## config.mk

```make
export PLATFORM = sky130hd
export DESIGN_NAME = silife_max7219_scan
export DESIGN_NICKNAME = d
export VERILOG_FILES = /design/src/rtl/silife_pkg.sv /design/src/rtl/silife_spi_tx16.sv /design/src/rtl/silife_max7219_scan.sv
export SDC_FILE = /design/constraint.sdc
export NUM_CORES = 1
export LEC_CHECK = 0
export CAP_MARGIN = 20
export CORE_MARGIN = 1.5
export CORE_UTILIZATION = 50
export DETAILED_ROUTE_END_ITERATION = 16
export MAX_ROUTING_LAYER = met4
export PLACE_DENSITY_LB_ADDON = 0.25
export SYNTH_ARGS = -nofsm -noshare
export SYNTH_HDL_FRONTEND = slang
export SYNTH_SLANG_ARGS = --single-unit
```

## constraint.sdc

```tcl
create_clock -name clk -period 5 [get_ports clk]
set_clock_uncertainty 0.15 [all_clocks]
set_input_delay 1.25 -clock clk [delete_from_list [all_inputs] [get_ports clk]]
set_output_delay 1.25 -clock clk [all_outputs]
set_load 0.1 [all_outputs]
```

## src/rtl/silife_pkg.sv

```systemverilog
// silife_pkg: shared MAX7219 register addresses, scan FSM states and the init word table
package silife_pkg;
  localparam logic [7:0] REG_DIGIT0 = 8'h01;
  localparam logic [7:0] REG_DECODE = 8'h09;
  localparam logic [7:0] REG_INTENSITY = 8'h0A;
  localparam logic [7:0] REG_SCANLIMIT = 8'h0B;
  localparam logic [7:0] REG_SHUTDOWN = 8'h0C;
  localparam logic [7:0] REG_TEST = 8'h0F;
  localparam logic [3:0] NUM_INIT_WORDS = 4'd5;
  typedef enum logic [1:0] {ST_IDLE, ST_LOAD, ST_SHIFT, ST_LATCH} state_t;
  function automatic logic [15:0] init_word(input logic [3:0] idx, input logic [3:0] intensity);
    return idx == 4'd0 ? {REG_SHUTDOWN, 8'h01} :
           idx == 4'd1 ? {REG_SCANLIMIT, 8'h07} :
           idx == 4'd2 ? {REG_DECODE, 8'h00} :
           idx == 4'd3 ? {REG_INTENSITY, 4'h0, intensity} :
                         {REG_TEST, 8'h00};
  endfunction
endpackage

```

## src/rtl/silife_spi_tx16.sv

```systemverilog
// silife_spi_tx16: serialises one 16-bit MAX7219 frame (load, shift, latch) with a load/ready handshake
module silife_spi_tx16 import silife_pkg::*; #(
  parameter int CLK_DIV = 2
) (
  input  logic        clk,
  input  logic        reset,
  input  logic        load,
  input  logic [15:0] word,
  output logic        ready,
  output logic        done,
  output logic        sck,
  output logic        mosi,
  output logic        cs
);
  state_t state, state_nx;
  logic [7:0] cnt;
  logic [3:0] bit_idx;
  logic ph;
  logic [15:0] sr;
  logic tick;
  assign tick = cnt == 8'(CLK_DIV - 1);
  // state register
  always_ff @(posedge clk or posedge reset)
    if (reset) state <= ST_IDLE;
    else state <= state_nx;
  // next state: a load offered at the end of latch chains straight into the next frame
  always_comb begin
    state_nx = state == ST_IDLE  ? (load ? ST_LOAD : ST_IDLE) :
               state == ST_LOAD  ? ST_SHIFT :
               state == ST_SHIFT ? (tick && ph && bit_idx == 4'd15 ? ST_LATCH : ST_SHIFT) :
                                   (tick ? (load ? ST_LOAD : ST_IDLE) : ST_LATCH);
  end
  // pin outputs decoded from state so reset forces them idle immediately
  always_comb begin
    ready = state == ST_IDLE;
    done = state == ST_LATCH && tick;
    sck = state == ST_SHIFT && ph;
    mosi = state == ST_SHIFT && sr[15];
    cs = state != ST_SHIFT;
  end
  // divider, half-period phase and shift register; data moves only on the sck falling step
  always_ff @(posedge clk or posedge reset)
    if (reset) begin
      cnt <= '0;
      bit_idx <= '0;
      ph <= 1'b0;
      sr <= '0;
    end else if (state == ST_LOAD) begin
      sr <= word;
      cnt <= '0;
      bit_idx <= '0;
      ph <= 1'b0;
    end else if (state == ST_SHIFT || state == ST_LATCH) begin
      cnt <= tick ? 8'd0 : cnt + 8'd1;
      if (tick && state == ST_SHIFT) begin
        ph <= ~ph;
        if (ph) begin
          sr <= {sr[14:0], 1'b0};
          bit_idx <= bit_idx + 4'd1;
        end
      end
    end
endmodule

```

## src/rtl/silife_max7219_scan.sv

```systemverilog
// silife_max7219_scan: walks the cell matrix rows and streams them to a MAX7219, with init on first refresh
module silife_max7219_scan import silife_pkg::*; #(
  parameter int         CLK_DIV   = 2,
  parameter logic [3:0] INTENSITY = 4'hF,
  parameter int         WIDTH     = 8,
  parameter int         HEIGHT    = 8
) (
  input  logic                      clk,
  input  logic                      reset,
  input  logic                      start,
  output logic                      busy,
  output logic                      frame_done,
  output logic [$clog2(HEIGHT)-1:0] row_select,
  input  logic [WIDTH-1:0]          cells,
  output logic                      sck,
  output logic                      mosi,
  output logic                      cs
);
  localparam int RW = $clog2(HEIGHT);
  localparam logic [3:0] LAST = NUM_INIT_WORDS + 4'(HEIGHT - 1);
  logic [3:0] word_idx, nxt_idx;
  logic init_done, ready, done, accept, adv, load;
  logic [15:0] word;
  silife_spi_tx16 #(.CLK_DIV(CLK_DIV)) u_tx (
    .clk(clk), .reset(reset), .load(load), .word(word),
    .ready(ready), .done(done), .sck(sck), .mosi(mosi), .cs(cs)
  );
  // sequencer decisions and the frame for the current word
  always_comb begin
    accept = start && ready && !busy && !frame_done;
    adv = done && word_idx != LAST;
    load = accept || adv;
    nxt_idx = word_idx + 4'd1;
    word = word_idx < NUM_INIT_WORDS ? init_word(word_idx, INTENSITY)
         : {REG_DIGIT0 + 8'(word_idx - NUM_INIT_WORDS), cells};
  end
  // word index, row address and refresh status; row_select moves as the next LOAD is entered
  always_ff @(posedge clk or posedge reset)
    if (reset) begin
      busy <= 1'b0;
      frame_done <= 1'b0;
      row_select <= '0;
      word_idx <= '0;
      init_done <= 1'b0;
    end else begin
      frame_done <= 1'b0;
      if (accept) begin
        busy <= 1'b1;
        word_idx <= init_done ? NUM_INIT_WORDS : 4'd0;
        if (init_done) row_select <= '0;
      end else if (adv) begin
        word_idx <= nxt_idx;
        if (nxt_idx >= NUM_INIT_WORDS) row_select <= RW'(nxt_idx - NUM_INIT_WORDS);
      end else if (done) begin
        busy <= 1'b0;
        frame_done <= 1'b1;
        init_done <= 1'b1;
      end
    end
endmodule

```

==> results of run 1 <==
## cells by family (layout without fill, tap and decap cells)
group                      Yosys count  after routing  synth area share [%]
AOI/OAI and AO/OA                   64             64                  18.5
xor gates and xnor gates             4              4                  1.49
adders and majority gates            8              8                  4.26
buffers and inverters               29             42                  5.00
DFF                                 41             41                  43.6
muxes                                6              6                  2.77
and+or+nand+nor                    109            109                  24.4
## layout make-up
cell class | count | share of cell area, %
flip-flops and latches | 41 | 38.4
clock inverters | 1 | 1.12
well taps | 52 | 2.44
repair buffers | 23 | 8.06
inverters | 11 | 1.55
multi-input cells | 191 | 45.2
clock buffers | 7 | 3.23
## placed cells by master (no fill, tap or decap), types with 4 or more instances in the layout
cell type and n:
a21o_1 4, a21oi_1 7, a31oi_1 5, buf_4 4, clkbuf_8 6, clkdlybuf4s50_1 18, dfrtp_1 41, ha_1 8
inv_1 11, mux2i_1 5, nand2_1 29, nand2b_1 5, nand3_1 19, nand4_1 4, nor2_1 17, nor2b_1 5
nor3_1 8, o21ai_0 17, o22ai_1 4, or3_1 5
## metrics by stage
step / setup WS, ps / cell area (µm²) / power, µW / util (%) / cells
floorplan: 805 / 2350 / 343 / - / 261
global placement: 1610 / 2550 / 353 / 57.4 / 317
detailed placement: 1570 / 2550 / 353 / 57.4 / 317
CTS: 1250 / 2670 / 633 / 60.0 / 325
global route: 1090 / 2670 / 649 / 60.1 / 326
finish: 1240 / 2670 / 627 / 60.1 / 326
## how the worst max path moves through the flow
| stage | to | from | slack (ps) |
|---|---|---|---|
| floorplan | mosi | u_tx.state[1]$_DFF_PP0_ | 810 |
| global placement | sck | u_tx.state[1]$_DFF_PP0_ | 1610 |
| detailed placement | sck | u_tx.state[0]$_DFF_PP0_ | 1570 |
| CTS | sck | u_tx.state[1]$_DFF_PP0_ | 1250 |
| global route | sck | u_tx.state[1]$_DFF_PP0_ | 1090 |
| finish | sck | u_tx.state[0]$_DFF_PP0_ | 1240 |
## registers in the layout, indices dropped and copies added (netlist names)
| register | count |
|---|---|
| u_tx.state | 2 |
| busy | 1 |
| u_tx.bit_idx | 4 |
| u_tx.cnt | 8 |
| u_tx.ph | 1 |
| frame_done | 1 |
| u_tx.sr | 16 |
| row_select | 3 |
| word_idx | 4 |
| init_done | 1 |
## power by group
group / switching, µW / internal (µW) / leakage [µW]
clock network: 118 / 163 / 0.0000585
registers: 0 / 331 / 0.000521
logic: 7.41 / 7.38 / 0.000682
total: 125 / 501 / 0.00126
## worst reg2reg max path, cell delays in order (launching register included)
cell,delay [ps]
dfrtp_1,620
inv_1,210
ha_1,360
nand3_1,140
or4b_4,550
mux2_4,320
a21o_1,170
## routing by layer
| layer | track usage, % | vias to the layer above | routed length [µm] | part of all wire [%] |
|---|---|---|---|---|
| met2 | 33.2 | 28 | 2290 | 46 |
| met5 | - | - | 0 | 0 |
| met4 | 6.92 | 0 | 47 | 0.94 |
| met3 | 4.64 | 5 | 166 | 3.3 |
| li1 | - | 961 | - | - |
| met1 | 30.4 | 939 | 2480 | 50 |
==> results by group, run 1 <==
Setup path
  • Cell family with the largest share of critical-path delay: buffers and inverters
  • Worst Path Required: 3600 ps
  • Crit path kind: flop to output pin
  • CP endpoint kind: output pin
  • CP arrival: 2360 ps
  • R2r worst-path depth: 6
  • R2r setup slk: 2380 ps
  • Bufs and invs on worst path: 2
  • CP Cell Sequence: nand3b_1 -> inv_1 -> clkdlybuf4s50_1
  • Slowest cell delay on critical path: 1140 ps
  • Reg2reg start: word_idx[0]$_DFFE_PP0P_
  • Max Fanout on Critical Path: 14
  • Levels on crit path: 3
  • Worst Setup Start Kind: flop
  • Slowest-stage cell, CP: clkdlybuf4s50_1
  • Reg2Reg Capture Point: word_idx[3]$_DFFE_PP0P_

Timing
  • Unrepaired setup endpoints after global routing: no
  • Worst hold slack: 322 ps
  • Final hold vios: 0
  • Period utilisation layout: 75.2%
  • Slew margin rel.: 35.4%
  • Count of pins over their slew limit: 0
  • Worst slew pin tran: 966 ps
  • Fin Setup TNS: 0 ps
  • Fmax: 0.266 GHz
  • Final setup viols: 0
  • Minimum clock period: 3760 ps

Finish
  • Fillers: 391
  • Total area of sequential cells: 1030 µm²
  • P&R area growth vs syn: 13.6%
  • Diode count: 0
  • Final #Nets: 292
  • Multi-input gate area: 1210 µm²
  • Share of layout cells above drive strength 1: 7.66%

Logic synthesis
  • Post-synthesis sequential area ratio: 43.6%
  • Most common cell in the netlist: dfrtp_1
  • Area contributors post-synth: dfrtp_1 (44%), nand2_1 (4.6%), ha_1 (4.3%)
  • Top_reg_cell synth: dfrtp_1
  • Synth Cell Area: 2350 µm²
  • Synthesized netlist net count: 280
  • Synth cell count leaders: dfrtp_1 (41), nand2_1 (29), nand3_1 (19)
  • Seq cells post-synth: 41
  • Post-Synthesis Cells: 261
  • Top cell type's share of synthesized area: 43.6%
  • Post-synth cell types: 54
  • Leading area contributor after synthesis: dfrtp_1
  • Synth warn: 0
  • EDFF count, synth: 0
  • Mapped Avg Cell Area: 9.01 µm²
  • Ys async rst share: 100%

Global routing
  • Tot GR Track Use: 22.2%
  • Initial antenna violation count: 0
  • Largest net degree at the start of global routing: 42
  • Global route overflow: 0
  • Global-route wire length before repair: 8.71 mm
  • Vias in the first global route: 1,823

Pwr
  • Maximum VDD drop: 0.121 mV
  • Standby leakage power: 0.00126 µW
  • PwrDens: 235 nW/µm²

Clocking
  • CTS root buf: clkbuf_8
  • Max Buffers Root-to-Sink: 2
  • Htree depth: 2
  • Post-cts sizing count: 0
  • Worst-Skew Late Latency: 290 ps
  • Setup Buffers After CTS: 0
  • Cts bufs inserted: 5
  • CTS tree: built
  • Clock Sinks: 41
  • CTS Hold Bufs: 0
  • Clock Pin Slew Worst Setup and Hold Paths: 80 ps

Hold path
  • Endpoint, Worst Hold: init_done$_DFFE_PP0P_
  • Hold Startpoint: init_done$_DFFE_PP0P_
  • Hold path cells: 1
  • Hold Path Class: flop to flop

Placement
  • Final Wtd Congestion: 0.806
  • # port buffers: 18
  • Detailed Place HPWL: 3.39 mm

Route
  • Drt first pass iters: 6
  • ANT nets after route: 0
  • DR DRC count: 0
  • Vias/cell: 5.93
  • DRT iter0 DRCs: 129
  • Routed length per instance: 15.3 µm
  • Vias: 1,933
  • Final wirelength: 4.98 mm

Die
  • Die width: 71.6 µm
  • Initial core utilization: 52.9%
  • Die footprint: 5120 µm²
  • Core Rows: 24
  • Die Span Y: 71.6 µm
  • Placeable Area: 4440 µm²
  • Top Ports: 19

Run status
  • Outcome: complete, no violations

Flow run
  • Total of max-cap violations: 0
(Power assumes the default switching activity.)
==> run 2: changes to the inputs <==
- clock period: 5 -> 3.5 ns (I/O delays scaled with it)
==> run 2 against run 1 <==
Non-clock buffer count increased by 1. Die area unchanged. Final cell count increased by 0.31%. Cell area decreased by 0.28%. Via count decreased by 0.62%. Critical endpoint unchanged. Largest power group unchanged. Highest routed layer unchanged.
==> results by group, run 2 (synthesized netlist as in run 1, its figures left out) <==
Run status
  • Outcome: complete, no violations

Setup path
  • CP arrival: 1580 ps
  • Slowest-stage cell, CP: dfrtp_1
  • R2r worst-path depth: 6
  • Worst Path Required: 2470 ps
  • Max Fanout on Critical Path: 15
  • Levels on crit path: 3
  • Bufs and invs on worst path: 2
  • Slowest cell delay on critical path: 630 ps
  • CP endpoint kind: output pin
  • Worst Setup Start Kind: flop
  • Cell family with the largest share of critical-path delay: flip-flops
  • CP Cell Sequence: nand3b_1 -> inv_1 -> buf_4
  • Crit path kind: flop to output pin

Die
  • Top Ports: 19
  • Placeable Area: 4440 µm²
  • Initial core utilization: 52.9%
  • Die footprint: 5120 µm²
  • Die Span Y: 71.6 µm
  • Die width: 71.6 µm
  • Core Rows: 24

Timing
  • Slew margin rel.: 33.9%
  • Fmax: 0.384 GHz
  • Final hold vios: 0
  • Period utilisation layout: 74.4%
  • Minimum clock period: 2600 ps
  • Count of pins over their slew limit: 0
  • Unrepaired setup endpoints after global routing: no
  • Fin Setup TNS: 0 ps
  • Worst slew pin tran: 986 ps
  • Final setup viols: 0
  • Worst hold slack: 336 ps

Pwr
  • Standby leakage power: 0.00128 µW
  • Combinational power share: 2.4%
  • P_int: 716 µW
  • Net switching power figure: 172 µW
  • Reg power frac: 53.3%
  • PwrDens: 333 nW/µm²
  • Net Sw Frac: 19.3%
  • Clock share of power: 44.3%
  • Maximum VDD drop: 0.211 mV

Clocking
  • Worst-Skew Late Latency: 290 ps
  • Cts bufs inserted: 5
  • Clock Sinks: 41
  • CTS Hold Bufs: 0
  • CTS root buf: clkbuf_8
  • Htree depth: 2
  • Clock Pin Slew Worst Setup and Hold Paths: 80 ps
  • Max Buffers Root-to-Sink: 2
  • Setup Buffers After CTS: 0
  • CTS tree: built
  • Post-cts sizing count: 0

Global routing
  • Largest net degree at the start of global routing: 42
  • Global route overflow: 0
  • Global-route wire length before repair: 8.73 mm
  • Initial antenna violation count: 0
  • Vias in the first global route: 1,889
  • Tot GR Track Use: 22.4%

Route
  • DRT iter0 DRCs: 151
  • Vias: 1,921
  • Drt first pass iters: 6
  • Routed length per instance: 15.2 µm
  • DR DRC count: 0
  • ANT nets after route: 0
  • Vias/cell: 5.87
  • Final wirelength: 4.97 mm

Finish
  • Most frequent cells in the layout: dfrtp_1 (41), nand2_1 (29), nand3_1 (19), o21ai_0 (17), nor2_1 (16)
  • Final Util: 59.9%
  • Share of layout cells above drive strength 1: 11.3%
  • P&R area growth vs syn: 13.3%
  • Max reg flops: 16
  • Diode count: 0
  • Top reg by flops: u_tx.sr
  • Leading registers by flop count: u_tx.sr x16, u_tx.cnt x8
  • Most common cell after layout, fill and taps aside: dfrtp_1
  • Final #Nets: 293

Placement
  • Detailed Place HPWL: 3.39 mm
  • # port buffers: 18
  • Final Wtd Congestion: 0.896

Hold path
  • Hold Path Class: flop to flop
  • Hold path cells: 1

Flow run
  • Total of max-cap violations: 0
## run 2: worst paths after layout
check                                         from                       to  slack, ps
max                        u_tx.state[1]$_DFF_PP0_                      sck        900
min                          init_done$_DFFE_PP0P_    init_done$_DFFE_PP0P_        340
max reg2reg                u_tx.cnt[1]$_DFFE_PP0P_  word_idx[3]$_DFFE_PP0P_        930
min reg2reg                  init_done$_DFFE_PP0P_    init_done$_DFFE_PP0P_        340
max in group asynchronous                    reset   u_tx.sr[1]$_DFFE_PP0P_       1970
min in group asynchronous                    reset  u_tx.cnt[1]$_DFFE_PP0P_        860
## run 2: power groups by stage
stage	clock network, µW	registers [µW]	logic, µW
final	394	473	21.3
after global routing	422	473	24.1
after CTS	402	473	22.2
after detailed placement	0	483	22.3
after global placement	0	483	21.9
after floorplan	0	483	7.07
## run 2: stage by stage
step                worst slack, ps  power [µW]  cell area, µm²  instances
floorplan                       132         490            2350        261
global placement                989         505            2550        319
detailed placement              953         505            2550        319
CTS                             895         897            2660        327
global route                    769         919            2660        327
finish                          897         888            2660        327
## run 2: area by class of cell
| class | count | area, µm² |
|---|---|---|
| Clock buffer | 7 | 86.3 |
| Clock inverter | 1 | 30.0 |
| Fill cell | 383 | 1780 |
| Inverter | 11 | 41.3 |
| Multi-Input combinational cell | 191 | 1210 |
| Sequential cell | 41 | 1030 |
| Tap cell | 52 | 65.1 |
| Timing Repair Buffer | 24 | 205 |
## run 2: routing by layer
layer	share of wire [%]	track usage [%]	wire length, µm
met5	0	-	0
met4	0.94	8.18	47
met3	2.4	4.36	121
met2	48	34.8	2370
met1	49	29.4	2440
==> run 3: changes to the inputs <==
- clock period: 3.5 -> 2.7 ns (I/O delays scaled with it)
==> run 3 against run 2 <==
Setup slack got worse by 640 ps. Sequential power rose by 30%. Hold slack got worse by 12 ps. Wire length is 2.1% higher. Sequential share of layout area fell by 1.1 points. Critical endpoint is now word_idx[3]$_DFFE_PP0P_.
==> results by group, run 3 (synthesized netlist as in run 1, its figures left out) <==
Setup path
  • Worst Path Required: 2740 ps
  • CP endpoint kind: flop
  • Crit path kind: flop to flop
  • Worst Setup Start Kind: flop
  • Max Fanout on Critical Path: 8
  • CP arrival: 2480 ps

Timing
  • Worst slew pin tran: 552 ps
  • Worst hold slack: 325 ps
  • Fmax: 0.409 GHz
  • Final setup viols: 0
  • Period utilisation layout: 90.5%
  • Count of pins over their slew limit: 0
  • Final hold vios: 0
  • Minimum clock period: 2440 ps
  • Fin Setup TNS: 0 ps
  • Slew margin rel.: 62.9%
  • Unrepaired setup endpoints after global routing: no

Clocking
  • Worst-Skew Late Latency: 300 ps
  • Htree depth: 2
  • Max Buffers Root-to-Sink: 2
  • CTS tree: built
  • Cts bufs inserted: 5
  • CTS root buf: clkbuf_8
  • Clock Sinks: 41
  • Setup Buffers After CTS: 0
  • Clock Pin Slew Worst Setup and Hold Paths: 80 ps
  • CTS Hold Bufs: 0
  • Post-cts sizing count: 0

Route
  • DRT iter0 DRCs: 188
  • DR DRC count: 0
  • Routed length per instance: 15.2 µm
  • ANT nets after route: 0
  • Final wirelength: 5.08 mm
  • Vias/cell: 5.96
  • Drt first pass iters: 6
  • Vias: 1,995

Finish
  • Max reg flops: 16
  • Most frequent cells in the layout: dfrtp_1 (41), nand2_1 (29), nand3_1 (19), buf_4 (19), o21ai_0 (17)
  • Final #Nets: 301
  • Top reg by flops: u_tx.sr
  • Final instance area: 2740 µm²
  • Most common cell after layout, fill and taps aside: dfrtp_1
  • Diode count: 0
  • Share of layout cells above drive strength 1: 14.5%
  • Leading registers by flop count: u_tx.sr x16, u_tx.cnt x8
  • P&R area growth vs syn: 16.5%

Die
  • Top Ports: 19
  • Initial core utilization: 52.9%
  • Die Span Y: 71.6 µm
  • Die footprint: 5120 µm²
  • Placeable Area: 4440 µm²
  • Core Rows: 24
  • Die width: 71.6 µm

Pwr
  • Net switching power figure: 236 µW
  • Net Sw Frac: 22.6%
  • P_int: 805 µW
  • Maximum VDD drop: 0.253 mV
  • Combinational power share: 2.6%
  • Reg power frac: 58.9%
  • Standby leakage power: 0.00132 µW
  • Clock share of power: 38.5%
  • PwrDens: 380 nW/µm²

Placement
  • # port buffers: 18
  • Final Wtd Congestion: 0.860
  • Post-DP Area: 2650 µm²
  • Detailed Place HPWL: 3.45 mm

Global routing
  • Global-route wire length before repair: 8.74 mm
  • Global route overflow: 0
  • Vias in the first global route: 1,909
  • Tot GR Track Use: 22.2%
  • Initial antenna violation count: 0
  • Largest net degree at the start of global routing: 42

Flow run
  • Total of max-cap violations: 0

Run status
  • Outcome: complete, no violations

Hold path
  • Hold Path Class: flop to flop
run 3: cell type report:
type	instances	area (µm²)
Timing Repair Buffer	32	303
Fill cell	394	1710
Clock buffer	5	68.8
Sequential cell	41	1030
Multi-Input combinational cell	191	1220
Clock inverter	3	17.5
Inverter	11	41.3
Tap cell	52	65.1
run 3: metrics by stage:
step                      util, %  total power (µW)  cells  worst slack, ps
after detailed placement     59.7               654    327              280
after CTS                    61.6              1050    335              245
after global placement       59.7               654    327              318
after global routing         61.6              1080    335              170
final                        61.6              1040    335              257
after floorplan                 -               635    261              168
run 3: path summary, 6_finish.rpt:
| kind | start | endpoint | slack [ps] | cells after the start |
|---|---|---|---|---|
| setup / recovery | u_tx.cnt[1]$_DFFE_PP0P_ | word_idx[3]$_DFFE_PP0P_ | 260 | 6 |
| hold / removal | init_done$_DFFE_PP0P_ | init_done$_DFFE_PP0P_ | 320 | 1 |
| setup reg to reg | u_tx.cnt[1]$_DFFE_PP0P_ | word_idx[3]$_DFFE_PP0P_ | 260 | 6 |
| hold reg to reg | init_done$_DFFE_PP0P_ | init_done$_DFFE_PP0P_ | 320 | 1 |
| max in group asynchronous | reset | u_tx.sr[13]$_DFFE_PP0P_ | 1390 | 3 |
| min in group asynchronous | reset | row_select[2]$_DFFE_PP0P_ | 640 | 3 |
run 3: critical path, cell delays in order (launching register included):
cell and delay, ps:
dfrtp_1 410, inv_1 70, ha_1 160, or4b_1 460
or4b_4 590, mux2_4 320, a21o_1 180
run 3: power by group through the flow:
stage	combinational (µW)	sequential [µW]	clock, µW
floorplan	9.17	626	0
global placement	28.3	626	0
detailed placement	28.3	626	0
CTS	28.5	613	409
global route	31.1	613	432
finish	27.3	613	401
run 3: layer usage:
metal,vias up,track usage [%],routed length [µm]
met4,0,6.50,63
met5,-,-,0
met2,54,33.3,2360
met3,10,5.49,219
met1,952,30.1,2440
li1,979,-,-
==> edit (settings of run 2) <==
Change the parameter `HEIGHT` from 8 to 4.
--- a/src/rtl/silife_max7219_scan.sv
+++ b/src/rtl/silife_max7219_scan.sv
@@ -3,7 +3,7 @@
   parameter int         CLK_DIV   = 2,
   parameter logic [3:0] INTENSITY = 4'hF,
   parameter int         WIDTH     = 8,
-  parameter int         HEIGHT    = 8
+  parameter int         HEIGHT    = 4
 ) (
   input  logic                      clk,
   input  logic                      reset,
Interface: changed (resized row_select); port bits go from 19 to 18. No check against the original RTL was run, so the function may have changed too.
==> edit against run 2 <==
Routed wire length is 8.3% lower. Cell count down 7.3%. Non-clock buffer count is 5 lower. Via count decreased by 6.8%. Power down 8.6%. Cell area down 3.6%. Sequential cell count shrank 1. Area after synthesis fell by 2.3%. Worst setup slack better by 0.013 ns. Combinational power rose by 40%. Critical path type unchanged.
==> edit: results (changes against run 2) <==
- Largest stage delay on the critical path: 0.57 ns (was 0.63 ns)
- Total GRT Usage: 21.1% (was 22.4%)
- Status: finished clean (unchanged)
- Yosys top cell by area: dfrtp_1 (unchanged)
- Area after DPL: 0.00247 sq mm (was 0.00255 sq mm)
- Cell family with most CP delay: flip-flops (unchanged)
- CP arrival: 1.57 ns
- Cts bufs inserted: 5 (unchanged)
- Commonest cells in the synthesized netlist: dfrtp_1 (40), o21ai_0 (20), mux2i_1 (18) (was dfrtp_1 (41), nand2_1 (29), nand3_1 (19))
- Largest net degree at the start of global routing: 41 (was 42)
- Fraction of layout cells with a size suffix above 1: 9.96% (was 11.3%)
- Post-synthesis mux area share: 7.84% (was 2.77%)
- Peak VDD IR: 0.000263 V (was 0.000211 V)
- Clock latency on the worst-skew pair: 0.29 ns (about the same)
- Top cells by area, synth: dfrtp_1 (44%), mux2i_1 (7.8%), ha_1 (4.4%), o21ai_0 (4.4%), a21oi_1 (3.5%) (was dfrtp_1 (44%), nand2_1 (4.6%), ha_1 (4.3%), nand3_1 (4.0%), o21ai_0 (3.6%))
- Post-synthesis sequential area ratio: 43.6% (about the same)
- Via density: 5.91 (was 5.87)
- Port bufs: 17 (was 18)
- Post-Syn Nets: 257 (was 280)
- DR iter-0 viols: 88 (was 151)
- # diodes: 0 (unchanged)
- Leak: 1.17 nW (was 1.28 nW)
- Synth warn: 0 (unchanged)
- CTS resizes: 0 (unchanged)
- Yosys cell types: 47 (was 54)
- Crit Path Max Fanout: 13 (was 15)
- Worst path slowest cell: dfrtp_1 (unchanged)
- Slew Limit Headroom: 54.5% (was 33.9%)
- First-pass GRT wire length: 8220 microns (was 8730 microns)
- Layout Nets: 269 (was 293)
- CTS H-Tree Depth: 2 (unchanged)
- WL final: 4560 microns (was 4970 microns)
- Initial DRT Pass Iterations: 4 (was 6)
- Vias in the first global route: 1786 (was 1889)
- Clock slew at reported path FFs: 0.08 ns (about the same)
- Final HPWL from detailed placement: 3170 microns (was 3390 microns)
- Xor-xnor portion of the synthesized cell area: 2.29% (was 1.49%)
- Adder-cell share of the synthesized area: 4.36% (was 4.26%)
- Post-synthesis compound-gate area fraction: 19.3% (was 18.5%)
- # fillers: 397 (was 383)
- GP Congestion: 0.814 (was 0.896)
edit: cell type report:
| class | instances | area, sq um | area share, % |
|---|---|---|---|
| clock buffer | 6 | 82.6 | 3.22 |
| timing repair buffer | 19 | 168 | 6.53 |
| tap | 52 | 65.1 | 2.53 |
| inverter | 12 | 45.0 | 1.75 |
| sequential | 40 | 1000 | 39.0 |
| multi-input combinational | 172 | 1200 | 46.6 |
| clock inverter | 2 | 10.0 | 0.390 |
edit: power by group:
group	switching [W]	leakage, nW	internal (W)
Clock	0.000159	0.0510	0.000157
Sequential	0.00000118	0.503	0.000464
Combinational	0.0000166	0.615	0.0000133
Total	0.000177	1.17	0.000635
edit: per-layer routing:
metal  vias to the layer above  share of wire (%)  GRT usage (%)
met3                        11                3.3           3.85
met1                       853                 50           28.7
met5                         -                  0              -
li1                        884                  -              -
met4                         0                1.8           7.55
met2                        42                 45           31.7
edit: path summary, 6_finish.rpt:
check / cells after the start / slack, ns / start / endpoint
min reg2reg: 2 / 0.37 / u_tx.sr[0] / u_tx.sr[0]
min: 2 / 0.37 / u_tx.sr[0] / u_tx.sr[0]
max in group asynchronous: 3 / 1.99 / reset / row_select[0]
max reg2reg: 6 / 1.09 / word_idx[0] / row_select[1]
min in group asynchronous: 3 / 0.85 / reset / u_tx.cnt[7]
max: 2 / 0.91 / u_tx.state[1] / sck
edit: per-stage QoR:
step / setup slack, ns / cells / util [%] / total power [W]
after floorplan: 0.974 / 238 / - / 0.000489
after global placement: 1.11 / 295 / 56.4 / 0.000505
after detailed placement: 1.11 / 295 / 56.4 / 0.000505
after CTS: 0.913 / 303 / 58.6 / 0.000821
after global routing: 0.811 / 303 / 58.6 / 0.000842
final: 0.910 / 303 / 58.6 / 0.000812
